$ cat src/rtl/nibble_serial_adder_if.sv
// Operand/result handshake bundle for nibble_serial_adder.
// The master side supplies operands and consumes results.
interface nibble_serial_adder_if #(
  parameter int WIDTH = 32
);
  logic             valid_i;
  logic             ready_o;
  logic [WIDTH-1:0] a_i;
  logic [WIDTH-1:0] b_i;
  logic             carry_i;
  logic             valid_o;
  logic             ready_i;
  logic [WIDTH-1:0] sum_o;
  logic             carry_o;

  modport master (
    output valid_i, a_i, b_i, carry_i, ready_i,
    input  ready_o, valid_o, sum_o, carry_o
  );

  modport slave (
    input  valid_i, a_i, b_i, carry_i, ready_i,
    output ready_o, valid_o, sum_o, carry_o
  );
endinterface

$ cat src/rtl/nibble_serial_adder.sv
// Multi-cycle WIDTH-bit adder that reuses a single 4-bit ripple slice,
// one nibble per clock, LSB first. The nibble carry is kept in a register
// and fed back as the next slice carry-in.

// 4-bit ripple-carry adder slice.
module fulladder4 (
  input  logic [3:0] a,
  input  logic [3:0] b,
  input  logic       ci,
  output logic [3:0] s,
  output logic       co
);
  logic [4:0] c_s;

  // Ripple the carry through the four bit positions.
  always_comb begin
    c_s[0] = ci;
    s      = 4'b0000;
    for (int i = 0; i < 4; i++) begin
      s[i]     = a[i] ^ b[i] ^ c_s[i];
      c_s[i+1] = (a[i] & b[i]) | (c_s[i] & (a[i] ^ b[i]));
    end
  end

  assign co = c_s[4];
endmodule

module nibble_serial_adder #(
  parameter int WIDTH = 32
) (
  input  logic                 clk_i,
  input  logic                 rst_ni,
  nibble_serial_adder_if.slave bus
);
  localparam int NIB = WIDTH / 4;
  localparam int CW  = $clog2(NIB);
  localparam logic [CW-1:0] LAST_CNT = CW'(NIB - 1);

  typedef enum logic [1:0] {
    IDLE = 2'd0,
    CALC = 2'd1,
    DONE = 2'd2
  } state_t;

  state_t           state_r;
  state_t           state_next_s;
  logic [CW-1:0]    cnt_r;
  logic [CW+1:0]    nib_lo_s;
  logic [WIDTH-1:0] a_r;
  logic [WIDTH-1:0] b_r;
  logic [WIDTH-1:0] sum_r;
  logic             carry_r;
  logic [3:0]       slice_a_s;
  logic [3:0]       slice_b_s;
  logic [3:0]       slice_sum_s;
  logic             slice_co_s;

  // Bit offset of the nibble currently being added.
  assign nib_lo_s = {cnt_r, 2'b00};

  // Select the current operand nibbles for the shared slice.
  always_comb begin
    slice_a_s = a_r[nib_lo_s +: 4];
    slice_b_s = b_r[nib_lo_s +: 4];
  end

  fulladder4 u_slice (
    .a  (slice_a_s),
    .b  (slice_b_s),
    .ci (carry_r),
    .s  (slice_sum_s),
    .co (slice_co_s)
  );

  // FSM state register.
  always_ff @(posedge clk_i or negedge rst_ni) begin
    if (!rst_ni) begin
      state_r <= IDLE;
    end else begin
      state_r <= state_next_s;
    end
  end

  // Next-state decode: accept in IDLE, NIB slice steps, then hold the result.
  always_comb begin
    state_next_s = state_r;
    case (state_r)
      IDLE: begin
        if (bus.valid_i) begin
          state_next_s = CALC;
        end else begin
          state_next_s = IDLE;
        end
      end
      CALC: begin
        if (cnt_r == LAST_CNT) begin
          state_next_s = DONE;
        end else begin
          state_next_s = CALC;
        end
      end
      DONE: begin
        if (bus.ready_i) begin
          state_next_s = IDLE;
        end else begin
          state_next_s = DONE;
        end
      end
      default: state_next_s = IDLE;
    endcase
  end

  // Operand capture, per-nibble accumulation and carry feedback.
  always_ff @(posedge clk_i or negedge rst_ni) begin
    if (!rst_ni) begin
      a_r     <= {WIDTH{1'b0}};
      b_r     <= {WIDTH{1'b0}};
      sum_r   <= {WIDTH{1'b0}};
      carry_r <= 1'b0;
      cnt_r   <= {CW{1'b0}};
    end else begin
      case (state_r)
        IDLE: begin
          if (bus.valid_i) begin
            a_r     <= bus.a_i;
            b_r     <= bus.b_i;
            sum_r   <= {WIDTH{1'b0}};
            carry_r <= bus.carry_i;
            cnt_r   <= {CW{1'b0}};
          end
        end
        CALC: begin
          sum_r[nib_lo_s +: 4] <= slice_sum_s;
          carry_r              <= slice_co_s;
          if (cnt_r == LAST_CNT) begin
            cnt_r <= {CW{1'b0}};
          end else begin
            cnt_r <= cnt_r + CW'(1);
          end
        end
        DONE: begin
          cnt_r <= cnt_r;
        end
        default: begin
          cnt_r <= {CW{1'b0}};
        end
      endcase
    end
  end

  assign bus.ready_o = (state_r == IDLE);
  assign bus.valid_o = (state_r == DONE);
  assign bus.sum_o   = sum_r;
  assign bus.carry_o = carry_r;
endmodule

$ cat src/flat_wrapper.sv
// flat-port wrapper written by rule: the top's interface ports become plain ports
module nibble_serial_adder_flat 
#(
  parameter int WIDTH = 32
)
  (clk_i, rst_ni, bus_valid_i, bus_a_i, bus_b_i, bus_carry_i, bus_ready_i, bus_ready_o, bus_valid_o, bus_sum_o, bus_carry_o);
  nibble_serial_adder_if #(.WIDTH(WIDTH)) bus_i ();
  input  logic clk_i;
  input  logic rst_ni;
  input wire logic [$bits(bus_i.valid_i)-1:0] bus_valid_i;
  input wire logic [$bits(bus_i.a_i)-1:0] bus_a_i;
  input wire logic [$bits(bus_i.b_i)-1:0] bus_b_i;
  input wire logic [$bits(bus_i.carry_i)-1:0] bus_carry_i;
  input wire logic [$bits(bus_i.ready_i)-1:0] bus_ready_i;
  output wire logic [$bits(bus_i.ready_o)-1:0] bus_ready_o;
  output wire logic [$bits(bus_i.valid_o)-1:0] bus_valid_o;
  output wire logic [$bits(bus_i.sum_o)-1:0] bus_sum_o;
  output wire logic [$bits(bus_i.carry_o)-1:0] bus_carry_o;
  assign bus_i.valid_i = bus_valid_i;
  assign bus_i.a_i = bus_a_i;
  assign bus_i.b_i = bus_b_i;
  assign bus_i.carry_i = bus_carry_i;
  assign bus_i.ready_i = bus_ready_i;
  assign bus_ready_o = bus_i.ready_o;
  assign bus_valid_o = bus_i.valid_o;
  assign bus_sum_o = bus_i.sum_o;
  assign bus_carry_o = bus_i.carry_o;
  nibble_serial_adder #(.WIDTH(WIDTH)) u_core (.clk_i(clk_i), .rst_ni(rst_ni), .bus(bus_i));
endmodule
$ cat config.mk
export PLATFORM = sky130hd
export DESIGN_NAME = nibble_serial_adder_flat
export DESIGN_NICKNAME = d
export VERILOG_FILES = /design/src/rtl/nibble_serial_adder_if.sv /design/src/rtl/nibble_serial_adder.sv /design/src/flat_wrapper.sv
export SDC_FILE = /design/constraint.sdc
export NUM_CORES = 1
export LEC_CHECK = 0
export ABC_AREA = 1
export CAP_MARGIN = 5
export CELL_PAD_IN_SITES_DETAIL_PLACEMENT = 0
export CELL_PAD_IN_SITES_GLOBAL_PLACEMENT = 1
export CORE_MARGIN = 2
export CORE_UTILIZATION = 37
export CTS_CLUSTER_DIAMETER = 100
export CTS_CLUSTER_SIZE = 40
export DETAILED_ROUTE_END_ITERATION = 10
export PLACE_DENSITY_LB_ADDON = 0.1
export SLEW_MARGIN = 15
export SYNTH_ARGS = -nofsm -noshare
export SYNTH_HDL_FRONTEND = slang
export SYNTH_SLANG_ARGS = --single-unit
export TNS_END_PERCENT = 20
$ cat constraint.sdc
create_clock -name clk_i -period 3.9 [get_ports clk_i]
set_clock_uncertainty 0.1 [all_clocks]
set_input_delay 0.585 -clock clk_i [delete_from_list [all_inputs] [get_ports clk_i]]
set_output_delay 0.585 -clock clk_i [all_outputs]
set_load 0.1 [all_outputs]
==> flow_metrics.tcl <==
set metrics [dict create \
    reg2regPathDepth 14 \
    cts.clk_slew.worst_paths_ns 0.07 \
    fin_crit_ns 3.535 \
    synth_async_sr_flop_share_pct 100.0 \
    portBuffers 103 \
    grt_pass1_vias 4086 \
    start_util_pct 38.12 \
    clkLatencyLatePin_ns 0.34 \
    setup_tns_ns 0 \
    relSlewSlack_pct 34.94 \
    critPathKind "reg2reg" \
    antenna_found_initial 0 \
    status "finished, final reports clean" \
    num_rows 41 \
    crit_required_ns 4.04 \
    gp_congestion 0.8034 \
    dieArea_um2 14040 \
    ctsLongestPathBuffers 2 \
    holdBufCountCts 0 \
    grt_start_max_net_pins 66 \
    power_leakage_nw 3.058 \
    vias 4027 \
    cap_violations 0 \
    final_area_um2 6237 \
    finalMaxSlewViolations 0 \
    startpoint "u_core.cnt_r[1]$_DFFE_PN0P_" \
    min_period_over_period_pct 90.64 \
    post-cts-setup-buffer-count 0 \
    die_y_um 118.5 \
    ys_seq_area_share_pct 52.63 \
    insertedDiodeCount 0 \
    ys_ff_latch 102 \
    syn2layout_area_growth_pct 28.61 \
    yosysMostFrequentCell "nand2_1" \
    endpoint "u_core.bus.sum_o[31]$_DFFE_PN0P_" \
    multiInputGateArea_um2 1964 \
    dr.pass1.iters 7 \
    min_path_type "in2async" \
    synthTopCellsByArea "dfrtp_1, nand2_1, o21ai_0, nor2_1, buf_6" \
    timing.rr.start "u_core.cnt_r[1]$_DFFE_PN0P_" \
    ff2ff_setup_slack_ns 0.37 \
    cts_max_level 3 \
    synth_top_cell_by_area "dfrtp_1" \
    synthesis.nets 666 \
    critPathLaunchType "register" \
    grt-ovfl-total 0 \
    final_nets 760 \
    syn_area_um2 4850 \
    crit_arrival_ns 3.67 \
    seqCellArea_um2 2552 \
    final.fill_count 1328 \
    ant_nets 0 \
    drive_gt1_share_pct 6.686 \
    rsz0062_at_grt "false" \
    ctsRootBufferMaster "clkbuf_16" \
    die_w_um 118.5 \
    fp.coreArea_um2 12720 \
    ir_drop_v 0.0003391 \
    fin_util_pct 49.03 \
    synth-edff-count 0 \
    clock-sinks 102 \
    setup_violations 0 \
    finalHoldViolCount 0 \
    finalWirelength_um 12160 \
    grt_pass1_wl_um 20680 \
    tritoncts "yes" \
    post_dp_cell_area_um2 5922 \
    synth_area_per_cell_um2 8.234 \
    vias_per_cell 4.683 \
    hpwlAfterDp_um 9194 \
    cts_buffers 9 \
    io-pin-count 104 \
    tightest_slew_ns 0.9728 \
    synth_cell_types 30 \
    ctsResizeCount 0 \
    synth_top_area_share_pct 52.63 \
    rr_endpoint "u_core.bus.sum_o[31]$_DFFE_PN0P_" \
    wl_per_cell_um 14.14 \
    grt_util_all_layers_pct 18.43 \
    drc_errors 0 \
    power_density_nw_per_um2 965.3 \
    yosys_warnings 0 \
    synthTopCellsByCount "nand2_1, dfrtp_1, nor2_1" \
    synth_ff_type "dfrtp_1" \
    postSynthCellCount 589 \
    initialDrtViolationCount 182 \
    cp-end-kind "register" \
    timing.fmax_mhz 282.9 \
    critPathMaxFanout 26 \
]
==> flip-flops by register name, summed over array words and instances (netlist names) <==
| register | cells |
|---|---|
| u_core.cnt_r | 3 |
| u_core.b_r | 32 |
| u_core.bus.sum_o | 32 |
| u_core.a_r | 32 |
| u_core.bus.carry_o | 1 |
| u_core.state_r | 2 |
==> critical path, stage by stage, from the launching register on <==
cell	delay, ns
dfrtp_1	0.84
o21ai_0	0.18
o21ai_0	0.21
o21ai_1	0.11
fa_1	0.40
inv_1	0.08
fa_1	0.18
inv_1	0.05
fa_1	0.36
inv_1	0.08
fa_1	0.46
nand2_1	0.17
inv_1	0.08
nand2_1	0.06
nand2_1	0.05
==> per-stage QoR <==
step	hold slack (ns)	total power [mW]	instances	worst slack (ns)
floorplan	0.1894	4.241	589	0.7824
global route	0.2989	6.526	860	0.04215
CTS	0.2579	6.077	860	0.4032
finish	0.2285	6.021	860	0.3652
global placement	0.3526	5.057	844	0.5324
detailed placement	0.3574	5.117	844	0.4037
==> how the worst min path moves through the flow <==
| stage | endpoint | cells after the start |
|---|---|---|
| 6_report | u_core.bus.sum_o[5]$_DFFE_PN0P_ | 1 |
| 5_1_grt | u_core.bus.sum_o[5]$_DFFE_PN0P_ | 1 |
| 4_1_cts | u_core.bus.sum_o[5]$_DFFE_PN0P_ | 1 |
| 3_5_place_dp | u_core.bus.sum_o[25]$_DFFE_PN0P_ | 2 |
| 3_3_place_gp | u_core.bus.sum_o[24]$_DFFE_PN0P_ | 2 |
| 2_1_floorplan | u_core.a_r[0]$_DFFE_PN0P_ | 0 |
==> per-layer routing <==
| metal | GRT usage [%] | vias to the layer above | part of all wire (%) |
|---|---|---|---|
| met5 | 0 | - | 0 |
| met4 | 4.985 | 0 | 1.2 |
| met3 | 3.282 | 14 | 3.8 |
| met2 | 32.48 | 80 | 49 |
| met1 | 23.29 | 1885 | 46 |
| li1 | - | 2048 | - |
==> area by class of cell <==
class                           instances  share of cell area [%]
Timing Repair Buffer                  111                   17.45
Multi-Input combinational cell        434                   31.49
Tap cell                              172                   3.450
Clock inverter                          6                   1.384
Sequential cell                       102                   40.92
Clock buffer                           10                   3.671
Inverter                               25                   1.625
==> cell families (layout without fill, tap and decap cells) <==
logic type	after synthesis	count (layout)	synth area share (%)
AOI/OAI and AO/OA	76	76	8.566
and+or+nand+nor	350	350	29.21
adders and majority gates	8	8	2.683
DFF	102	102	52.63
buffers and inverters	53	152	6.914
==> power breakdown <==
part / switching [mW] / total (mW) / leakage, nW / internal, mW
Combinational: 2.27 / 3.25 / 1.60 / 0.981
Clock: 0.381 / 0.942 / 0.152 / 0.561
Sequential: 0.332 / 1.82 / 1.30 / 1.49
Total: 2.99 / 6.02 / 3.06 / 3.03
==> layout by cell type, fill, tap and decap left out <==
cell             netlist  final
clkinv_2               0      2
nor2_2                 2      2
buf_4                  2      9
nand3_1               23     23
o21ai_1               15     15
clkinv_4               0      1
dfrtp_1              102    102
ha_1                   4      4
clkdlybuf4s50_1        0    102
inv_1                 19     19
clkinvlp_4             0      1
clkbuf_1               1      1
nand2_1              263    262
nor2_1                48     48
nand3_2                2      2
o21ai_0               42     42
clkbuf_16              0      9
bufinv_16              0      2
nand4_1                1      1
inv_2                  4      4
nand2_4                2      2
o21ai_2                3      3
inv_6                  1      1
nand2_2                3      4
fa_1                   4      4
nand3b_1               2      2
a21oi_1                1      1
o22ai_1               11     11
nor2_4                 3      3
o211ai_1               4      4
nor3_1                 1      1
inv_4                  1      1
Power figures use the tool's default switching activity.
